[config.mk]
export PLATFORM = sky130hd
export DESIGN_NAME = cdb_arbiter
export DESIGN_NICKNAME = d
export VERILOG_FILES = /design/src/rtl/cdb_arbiter.sv
export SDC_FILE = /design/constraint.sdc
export NUM_CORES = 1
export LEC_CHECK = 0
export CAP_MARGIN = 20
export CORE_MARGIN = 10
export CORE_UTILIZATION = 35
export DETAILED_ROUTE_END_ITERATION = 8
export SKIP_CTS_REPAIR_TIMING = 1
export SLEW_MARGIN = 20
export SYNTH_ARGS = -nofsm -noshare
export SYNTH_HDL_FRONTEND = slang
export SYNTH_SLANG_ARGS = --single-unit
[constraint.sdc]
create_clock -name clk -period 7.5 [get_ports clk]
set_input_delay 0.75 -clock clk [delete_from_list [all_inputs] [get_ports clk]]
set_output_delay 0.75 -clock clk [all_outputs]
set_load 0.02 [all_outputs]
[src/rtl/cdb_arbiter.sv]
// Common data bus arbiter: buffers results from NUM_FU functional units in
// per-unit FIFOs and grants up to four of them per cycle onto the CDB lanes.
module cdb_arbiter #(
   parameter int NUM_FU     = 6,
   parameter int FIFO_DEPTH = 2
) (
   input  logic                  clk,
   input  logic                  rst_n,
   input  logic                  flush,
   input  logic [NUM_FU-1:0]     fu_valid,
   input  logic [4*NUM_FU-1:0]   fu_rob_index,
   input  logic [16*NUM_FU-1:0]  fu_result,
   output logic [NUM_FU-1:0]     fu_ready,
   output logic                  cdb_valid     [0:3],
   output logic [3:0]            cdb_rob_index [0:3],
   output logic [15:0]           cdb_result    [0:3],
   output logic                  busy
);

   localparam int PW = $clog2(FIFO_DEPTH);
   localparam int CW = $clog2(FIFO_DEPTH) + 1;
   localparam int SW = $clog2(NUM_FU);

   logic [19:0]    mem_q   [0:NUM_FU-1][0:FIFO_DEPTH-1];
   logic [PW-1:0]  head_q  [0:NUM_FU-1];
   logic [PW-1:0]  tail_q  [0:NUM_FU-1];
   logic [CW-1:0]  count_q [0:NUM_FU-1];
   logic [SW-1:0]  rr_q;
   logic [SW-1:0]  rr_d;

   logic [NUM_FU-1:0] push_s;
   logic [NUM_FU-1:0] grant_s;
   logic              lane_vld_s [0:3];
   logic [SW-1:0]     lane_src_s [0:3];
   logic [19:0]       lane_rec_s [0:3];
   logic [SW:0]       scan_s;
   logic [2:0]        gcnt_s;
   logic [SW-1:0]     last_s;

   // Source handshake and occupancy status, all from registered counts.
   always_comb begin
      fu_ready = {NUM_FU{1'b0}};
      push_s   = {NUM_FU{1'b0}};
      busy     = 1'b0;
      for (int i = 0; i < NUM_FU; i++) begin
         fu_ready[i] = rst_n & (count_q[i] < CW'(FIFO_DEPTH));
         push_s[i]   = fu_valid[i] & fu_ready[i] & ~flush;
         busy        = busy | (count_q[i] != {CW{1'b0}});
      end
   end

   // Round-robin scan from rr_q; the first four non-empty FIFOs take lanes 0..3.
   always_comb begin
      grant_s = {NUM_FU{1'b0}};
      gcnt_s  = 3'd0;
      last_s  = {SW{1'b0}};
      scan_s  = {(SW+1){1'b0}};
      for (int l = 0; l < 4; l++) begin
         lane_vld_s[l] = 1'b0;
         lane_src_s[l] = {SW{1'b0}};
      end
      for (int k = 0; k < NUM_FU; k++) begin
         scan_s = {1'b0, rr_q} + (SW+1)'(k);
         if (scan_s >= (SW+1)'(NUM_FU)) begin
            scan_s = scan_s - (SW+1)'(NUM_FU);
         end else begin
            scan_s = scan_s;
         end
         if ((count_q[scan_s[SW-1:0]] != {CW{1'b0}}) && (gcnt_s < 3'd4)) begin
            grant_s[scan_s[SW-1:0]] = 1'b1;
            lane_vld_s[gcnt_s[1:0]] = 1'b1;
            lane_src_s[gcnt_s[1:0]] = scan_s[SW-1:0];
            last_s                  = scan_s[SW-1:0];
            gcnt_s                  = gcnt_s + 3'd1;
         end else begin
            gcnt_s = gcnt_s;
         end
      end
      if (gcnt_s != 3'd0) begin
         rr_d = (last_s == SW'(NUM_FU - 1)) ? {SW{1'b0}} : last_s + SW'(1);
      end else begin
         rr_d = rr_q;
      end
   end

   // Head entry of the FIFO feeding each lane.
   always_comb begin
      for (int l = 0; l < 4; l++) begin
         lane_rec_s[l] = mem_q[lane_src_s[l]][head_q[lane_src_s[l]]];
      end
   end

   // FIFO pointers, counts and round-robin pointer.
   always_ff @(posedge clk) begin
      if (!rst_n) begin
         rr_q <= {SW{1'b0}};
         for (int i = 0; i < NUM_FU; i++) begin
            head_q[i]  <= {PW{1'b0}};
            tail_q[i]  <= {PW{1'b0}};
            count_q[i] <= {CW{1'b0}};
         end
      end else if (flush) begin
         for (int i = 0; i < NUM_FU; i++) begin
            head_q[i]  <= {PW{1'b0}};
            tail_q[i]  <= {PW{1'b0}};
            count_q[i] <= {CW{1'b0}};
         end
      end else begin
         rr_q <= rr_d;
         for (int i = 0; i < NUM_FU; i++) begin
            if (push_s[i]) begin
               tail_q[i] <= tail_q[i] + PW'(1);
            end
            if (grant_s[i]) begin
               head_q[i] <= head_q[i] + PW'(1);
            end
            case ({push_s[i], grant_s[i]})
               2'b10:   count_q[i] <= count_q[i] + CW'(1);
               2'b01:   count_q[i] <= count_q[i] - CW'(1);
               default: count_q[i] <= count_q[i];
            endcase
         end
      end
   end

   // FIFO storage; push_s is already suppressed during reset and flush.
   always_ff @(posedge clk) begin
      for (int i = 0; i < NUM_FU; i++) begin
         if (push_s[i]) begin
            mem_q[i][tail_q[i]] <= {fu_rob_index[4*i +: 4], fu_result[16*i +: 16]};
         end
      end
   end

   // CDB lane registers; index/result hold while a lane is idle.
   always_ff @(posedge clk) begin
      if (!rst_n) begin
         for (int l = 0; l < 4; l++) begin
            cdb_valid[l]     <= 1'b0;
            cdb_rob_index[l] <= 4'd0;
            cdb_result[l]    <= 16'd0;
         end
      end else if (flush) begin
         for (int l = 0; l < 4; l++) begin
            cdb_valid[l] <= 1'b0;
         end
      end else begin
         for (int l = 0; l < 4; l++) begin
            cdb_valid[l] <= lane_vld_s[l];
            if (lane_vld_s[l]) begin
               cdb_rob_index[l] <= lane_rec_s[l][19:16];
               cdb_result[l]    <= lane_rec_s[l][15:0];
            end
         end
      end
   end

endmodule

Word-level counts from Yosys, hierarchy flattened. Memory sizes are Yosys's and may differ from the RTL's. Index checks and enable logic that the tools add are counted.

Divide/modulo/power cells: 0. Magnitude comparators: 55. Shift-type cells: 0. Add/sub/neg operators: 41. Reduce and logical (&&, ||, !) cells: 47. Equal/unequal tests: 13. Bitwise logic cells: 98. Mux-type cells: 275. Multipliers: 0.

Operators with widths (count): $mux 20 (18); $mux 40 (6); $mux 1 (161); $demux 20 s1 (6); $mux 3 (23); $bwmux 12 (5); $mux 12 (5); $or 1x1->1 (53); $mux 2 (24); $mux 6 (6); $demux 3 s2 (5); $or 6x6->6 (5); $lt 3x4->1 const B (6); $reduce_bool 2->1 (12); $logic_and 1x1->1 (22); $ge 2x2->1 const B (10); $ge 4x3->1 const B (5); $mux 4 (5); $not 1->2 (10); $or 4x4->4 (5); $add 3x1->3 const B (6); $and 1x1->1 (18); $demux 1 s3 (6); $ge 3x1->1 const B (6); 21 further kinds (101).

Logic and storage cells: 546. Latch bits: 0. Bits in writable memories: 264. Register bits: 87. Bits in read-only memories: 0. Input port bits: 129. Output and inout port bits: 91. Memories: 4.

Memories: mem_q (words 6, bits a word 40, read ports 4, clocked after memory_dff 0, wr ports 6, line 24) `logic [19:0] mem_q [0:NUM_FU-1][0:FIFO_DEPTH-1];`; count_q (words 6, bits a word 2, read ports 12, clocked after memory_dff 0, wr ports 6, line 27) `logic [CW-1:0] count_q [0:NUM_FU-1];`; head_q (words 6, bits a word 1, read ports 10, clocked after memory_dff 0, wr ports 6, line 25) `logic [PW-1:0] head_q [0:NUM_FU-1];`; tail_q (words 6, bits a word 1, read ports 6, clocked after memory_dff 0, wr ports 6, line 26) `logic [PW-1:0] tail_q [0:NUM_FU-1];`.

Logic depth before layout (Yosys ltp). An unclocked memory read counts as a cell.

Depth in word-level cells: 29. Depth in mapped cells: 37. Mapped depth without buffers: 29.

Worst setup path before layout. No wires, ideal clock.

Path type: register to register. From: reg rr_q[0]. To: reg cdb_result[48] (netlist bit). Data arrival time: 7.176 ns. Buffers on the path: 10. Cell stages (with the launch flop): 35. Setup slack: 0.253 ns. Clock period less this slack: 7.247 ns. Library setup time: 0.072 ns. Data required time: 7.428 ns. Cells stage by stage: dfxtp_1 inv_1 clkbuf_1 clkbuf_1 clkbuf_1 ha_1 buf_2 buf_2 nand3_1 mux2_2 and2_1 mux2i_1 nand2_1 ha_1 nand2_1 a31oi_1 inv_2 clkbuf_1 buf_2 ha_1 clkbuf_1 clkinv_1 o211ai_1 a31oi_1 inv_1 ha_1 and2_1 a211oi_1 o21ai_2 clkbuf_1 clkbuf_1 o2111ai_1 o211ai_1 a41oi_1 mux2i_1.

Longest elaborated chain between the ends: 29. Elaborated cells between the ends (all ways): 118. Classes of those cells: add/sub: 15; order compare: 21; mux: 51; bitwise: 11; reduce/logical: 17; memory: 3.

Ends and longest elaborated chain: start, declared (line 28) `logic [SW-1:0] rr_q;`; start signal, assigned (line 96) `rr_q <= {SW{1'b0}};`; start signal, assigned (line 109) `rr_q <= rr_d;`; $sub 3x3->3 or $ge 3x3->1 (tied branches) (line 65, 64); $mux 3 (line 64) `if (scan_s >= (SW+1)'(NUM_FU)) begin`; $mem_v2 6x2; $reduce_bool 2->1 (line 69) `if ((count_q[scan_s[SW-1:0]] != {CW{1'b0}}) && (gcnt_s < 3'd4)) begin`; $mux 1 (line 69); $lt 3x3->1 (line 69); $logic_and 1x1->1 (line 69); $mux 3 (line 69); [11 not listed]; $logic_and 1x1->1 (implied by the code) (line 71, 72); $mux 3 (implied by the code) (line 72) `lane_src_s[gcnt_s[1:0]] = scan_s[SW-1:0];`; $demux 3 s2 (line 72); $bwmux 12 (line 72); $mux 12 (line 69); $mem_v2 6x1; $not 1->2 (implied by the code) (line 89) `lane_rec_s[l] = mem_q[lane_src_s[l]][head_q[lane_src_s[l]]];`; $mux 20 (implied by the code) (3 in series) (line 89); end signal, assigned by index (line 152) `cdb_result[l] <= lane_rec_s[l][15:0];`; end, declared (line 16) `output logic [15:0] cdb_result [0:3],`.

Several ways; a longest one is shown, not always the timed one. The select of a mux whose other input is x is not followed. A chain may end at the register's enable or synchronous reset.

Final worst setup path.
From: reg rr_q[1]. To: reg cdb_rob_index[13] (netlist bit).

Longest elaborated chain between the ends: 29. Elaborated cells between the ends (all ways): 118. Classes of those cells: add/sub: 15; order compare: 21; mux: 51; bitwise: 11; reduce/logical: 17; memory: 3.

Ends and longest elaborated chain: $sub 3x3->3 or $ge 3x3->1 (tied branches) (line 65, 64); $mux 3 (line 64); $mem_v2 6x2; $reduce_bool 2->1 (line 69); $mux 1 (line 69); $lt 3x3->1 (line 69); $logic_and 1x1->1 (line 69); $mux 3 (line 69); [11 not listed]; $logic_and 1x1->1 (implied by the code) (line 71, 72); $mux 3 (implied by the code) (line 72); $demux 3 s2 (line 72); $bwmux 12 (line 72); $mux 12 (line 69); $mem_v2 6x1; $not 1->2 (implied by the code) (line 89); $mux 20 (implied by the code) (3 in series) (line 89); end signal, assigned by index (line 151) `cdb_rob_index[l] <= lane_rec_s[l][19:16];`; end, declared (line 15) `output logic [3:0] cdb_rob_index [0:3],`.

Several ways; a longest one is shown, not always the timed one. The select of a mux whose other input is x is not followed.

==> reports/qor.txt <==
Initial antenna violation count -> 3
Die area -> 76600 um^2
Die Ht -> 277 um
Clock Latency Late Sink -> 580 ps
Max Cap Viol -> 0
Detail Placement HPWL -> 77.4 mm
Largest stage delay on the critical path -> 950 ps
Startpoint types -> flip-flop
Hold crit path type -> flip-flop to flip-flop
Syn_nets -> 2555
Mapped Cells -> 2382
Seq/Total Area, Yosys -> 0.415
F_max -> 142 MHz
Ys async rst share -> 0
IO buf count -> 219
RSZ-0062 raised after global routing -> false
Crit path kind -> flip-flop to flip-flop
Vias in the first global route -> 20900
Via count -> 22000
# clock sinks -> 351
Largest cells by area after synthesis -> edfxtp_1, mux2i_1, dfxtp_1
Drt wl/cell -> 31.9 um
Final #Nets -> 2660
Diodes inserted -> 0
Worst-Margin Slew -> 1230 ps
Clock transition at path regs -> 70 ps
Nature of the critical path endpoint -> flip-flop
Clk buf depth -> 3
Drt total wl -> 108 mm
CP top delay family -> compound AO/OA/AOI/OAI gates
Initial cell density of the core -> 0.352
Die X -> 277 um
Fin crit period -> 7040 ps
Final period util -> 0.939
Rel. slew slack -> 0.181
Global-route wire length before repair -> 153 mm
Synth Flop Type -> edfxtp_1
Routability Congestion -> 0.974
CTS H-tree depth -> 2
Yosys top cell area share -> 0.330
Synth-to-Final Area Change -> 19.1%
DRC -> 0
CP Max Fanout -> 20
Worst EP arrival -> 7540 ps
Post-route setup TNS -> 0 ps
Routed Antenna Nets -> 0
Distinct cells, synth -> 93
Hold Vio Cnt, Final -> 0
Critical-path top delay cell -> o21a_1
Row Count -> 94
Grt total ovfl -> 0
Pins over their slew limit -> 0
Core area -> 65600 um^2
Fill cell count -> 6438
Crit path buffers/inverters -> 6
Root buf cell -> clkbuf_16
Tot GR Track Use -> 0.267
Count leader, synth -> edfxtp_1
DRT Pass-1 Iters -> 8
Synth Register Bits -> 351
CTS Buf Count -> 40
Pin count of the biggest net entering global routing -> 123
Post-synthesis cell area -> 23100 um^2
I/O pin count -> 220
Ratio of cells with drive above 1 in the final layout -> 0.104
Post-synth EDFFs -> 254
Post-synth top cells -> edfxtp_1, mux2i_1, o21ai_0
Status -> finished clean
Worst reg-to-reg setup slack -> 460 ps
Clock skew -> 20.1 ps
Synth warn -> 0
Syn Area/Cell -> 9.69 um^2
Via/cell ratio -> 6.51
CTS tree -> done
Largest area contributor in the netlist -> edfxtp_1
Setup-failing EPs final -> 0
Drt initial violations -> 2712
Worst Path Required -> 8000 ps
==> cell type report <==
class | count | area, um^2 | area share
Multi-Input combinational cell | 1619 | 11900 | 0.434
Sequential cell | 351 | 9570 | 0.348
Timing Repair Buffer | 300 | 2940 | 0.107
Tap cell | 864 | 1080 | 0.0393
Clock buffer | 47 | 1050 | 0.0381
Inverter | 175 | 657 | 0.0239
Clock inverter | 26 | 254 | 0.00924
==> layer usage <==
layer / routed length [um] / vias to the layer above / GRT usage
li1: - / 9481 / -
met1: 42600 / 10900 / 0.333
met2: 49200 / 1378 / 0.427
met3: 9180 / 273 / 0.0512
met4: 6760 / 2 / 0.150
met5: 13 / - / 0
==> through the flow <==
| step | worst slack (ps) | cell area [um^2] | std cells | hold WS, ps | utilization |
|---|---|---|---|---|---|
| after floorplan | 253 | 23100 | 2382 | 498 | - |
| after global placement | 655 | 26100 | 3309 | 488 | 0.398 |
| after detailed placement | 454 | 26100 | 3309 | 507 | 0.398 |
| after CTS | 455 | 27400 | 3382 | 523 | 0.418 |
| after global routing | 3.86 | 27500 | 3382 | 539 | 0.419 |
| final | 457 | 27500 | 3382 | 522 | 0.419 |
==> worst reg2reg max path: cells and delay by family, from the launching register on <==
kind | cells | cell delay, ps
multiplexers | 3 | 670
flip-flops | 1 | 360
adder cells (fa/ha/maj) | 5 | 1350
buffers and inverters | 6 | 800
AO/OA/AOI/OAI | 7 | 2160
AND/OR/NAND/NOR | 8 | 1690
==> cell usage in the layout (no fill, tap or decap), types with 7 or more instances in the layout <==
cell	instances
inv_1	172
o21ai_1	7
nor3_1	69
a31oi_1	50
clkbuf_16	40
mux2i_1	201
a41oi_1	41
xnor2_1	11
o31ai_1	26
or2_2	11
a211o_1	19
and2_1	32
o2111ai_1	164
buf_12	11
a2bb2oi_1	13
o211ai_1	118
nor2b_1	14
clkdlybuf4s50_1	218
dfxtp_1	94
ha_1	41
nor2_1	81
nand4_1	9
o32ai_1	21
o21a_1	10
o21ba_2	19
or2_1	10
a211oi_1	14
nand2b_1	7
a2bb2oi_2	7
nand3_1	15
or3_1	21
mux2_2	30
a32oi_1	22
o21ai_0	182
buf_4	68
clkinv_1	9
edfxtp_1	254
nand2_1	128
a21oi_1	97
and3_1	11
==> state kept, by name, indices dropped and copies added, names as in the netlist <==
name	cells
cdb_result	64
cdb_rob_index	16
cdb_valid	4
count_q	12
head_q	6
mem_q	240
rr_q	3
tail_q	6
==> cell families (layout without fill, tap and decap cells) <==
kind of cell | after synthesis | after routing | share of synthesized area
AO/OA/AOI/OAI | 880 | 880 | 0.278
buffers and inverters | 412 | 548 | 0.0750
adder cells (fa/ha/maj) | 44 | 44 | 0.0242
AND/OR/NAND/NOR | 441 | 441 | 0.0939
XOR/XNOR | 17 | 17 | 0.00705
flip-flops | 351 | 351 | 0.415
multiplexers | 237 | 237 | 0.107
==> final timing paths <==
check / from / endpoint / cells after the start
max reg2reg: rr_q[1] / cdb_rob_index[13] / 29
max: rr_q[1] / cdb_rob_index[13] / 29
min: head_q[3] / head_q[3] / 2
min reg2reg: head_q[3] / head_q[3] / 2
Power is not shown: default switching activity piles up to over one toggle a cycle in this logic, so the estimate is an artifact.
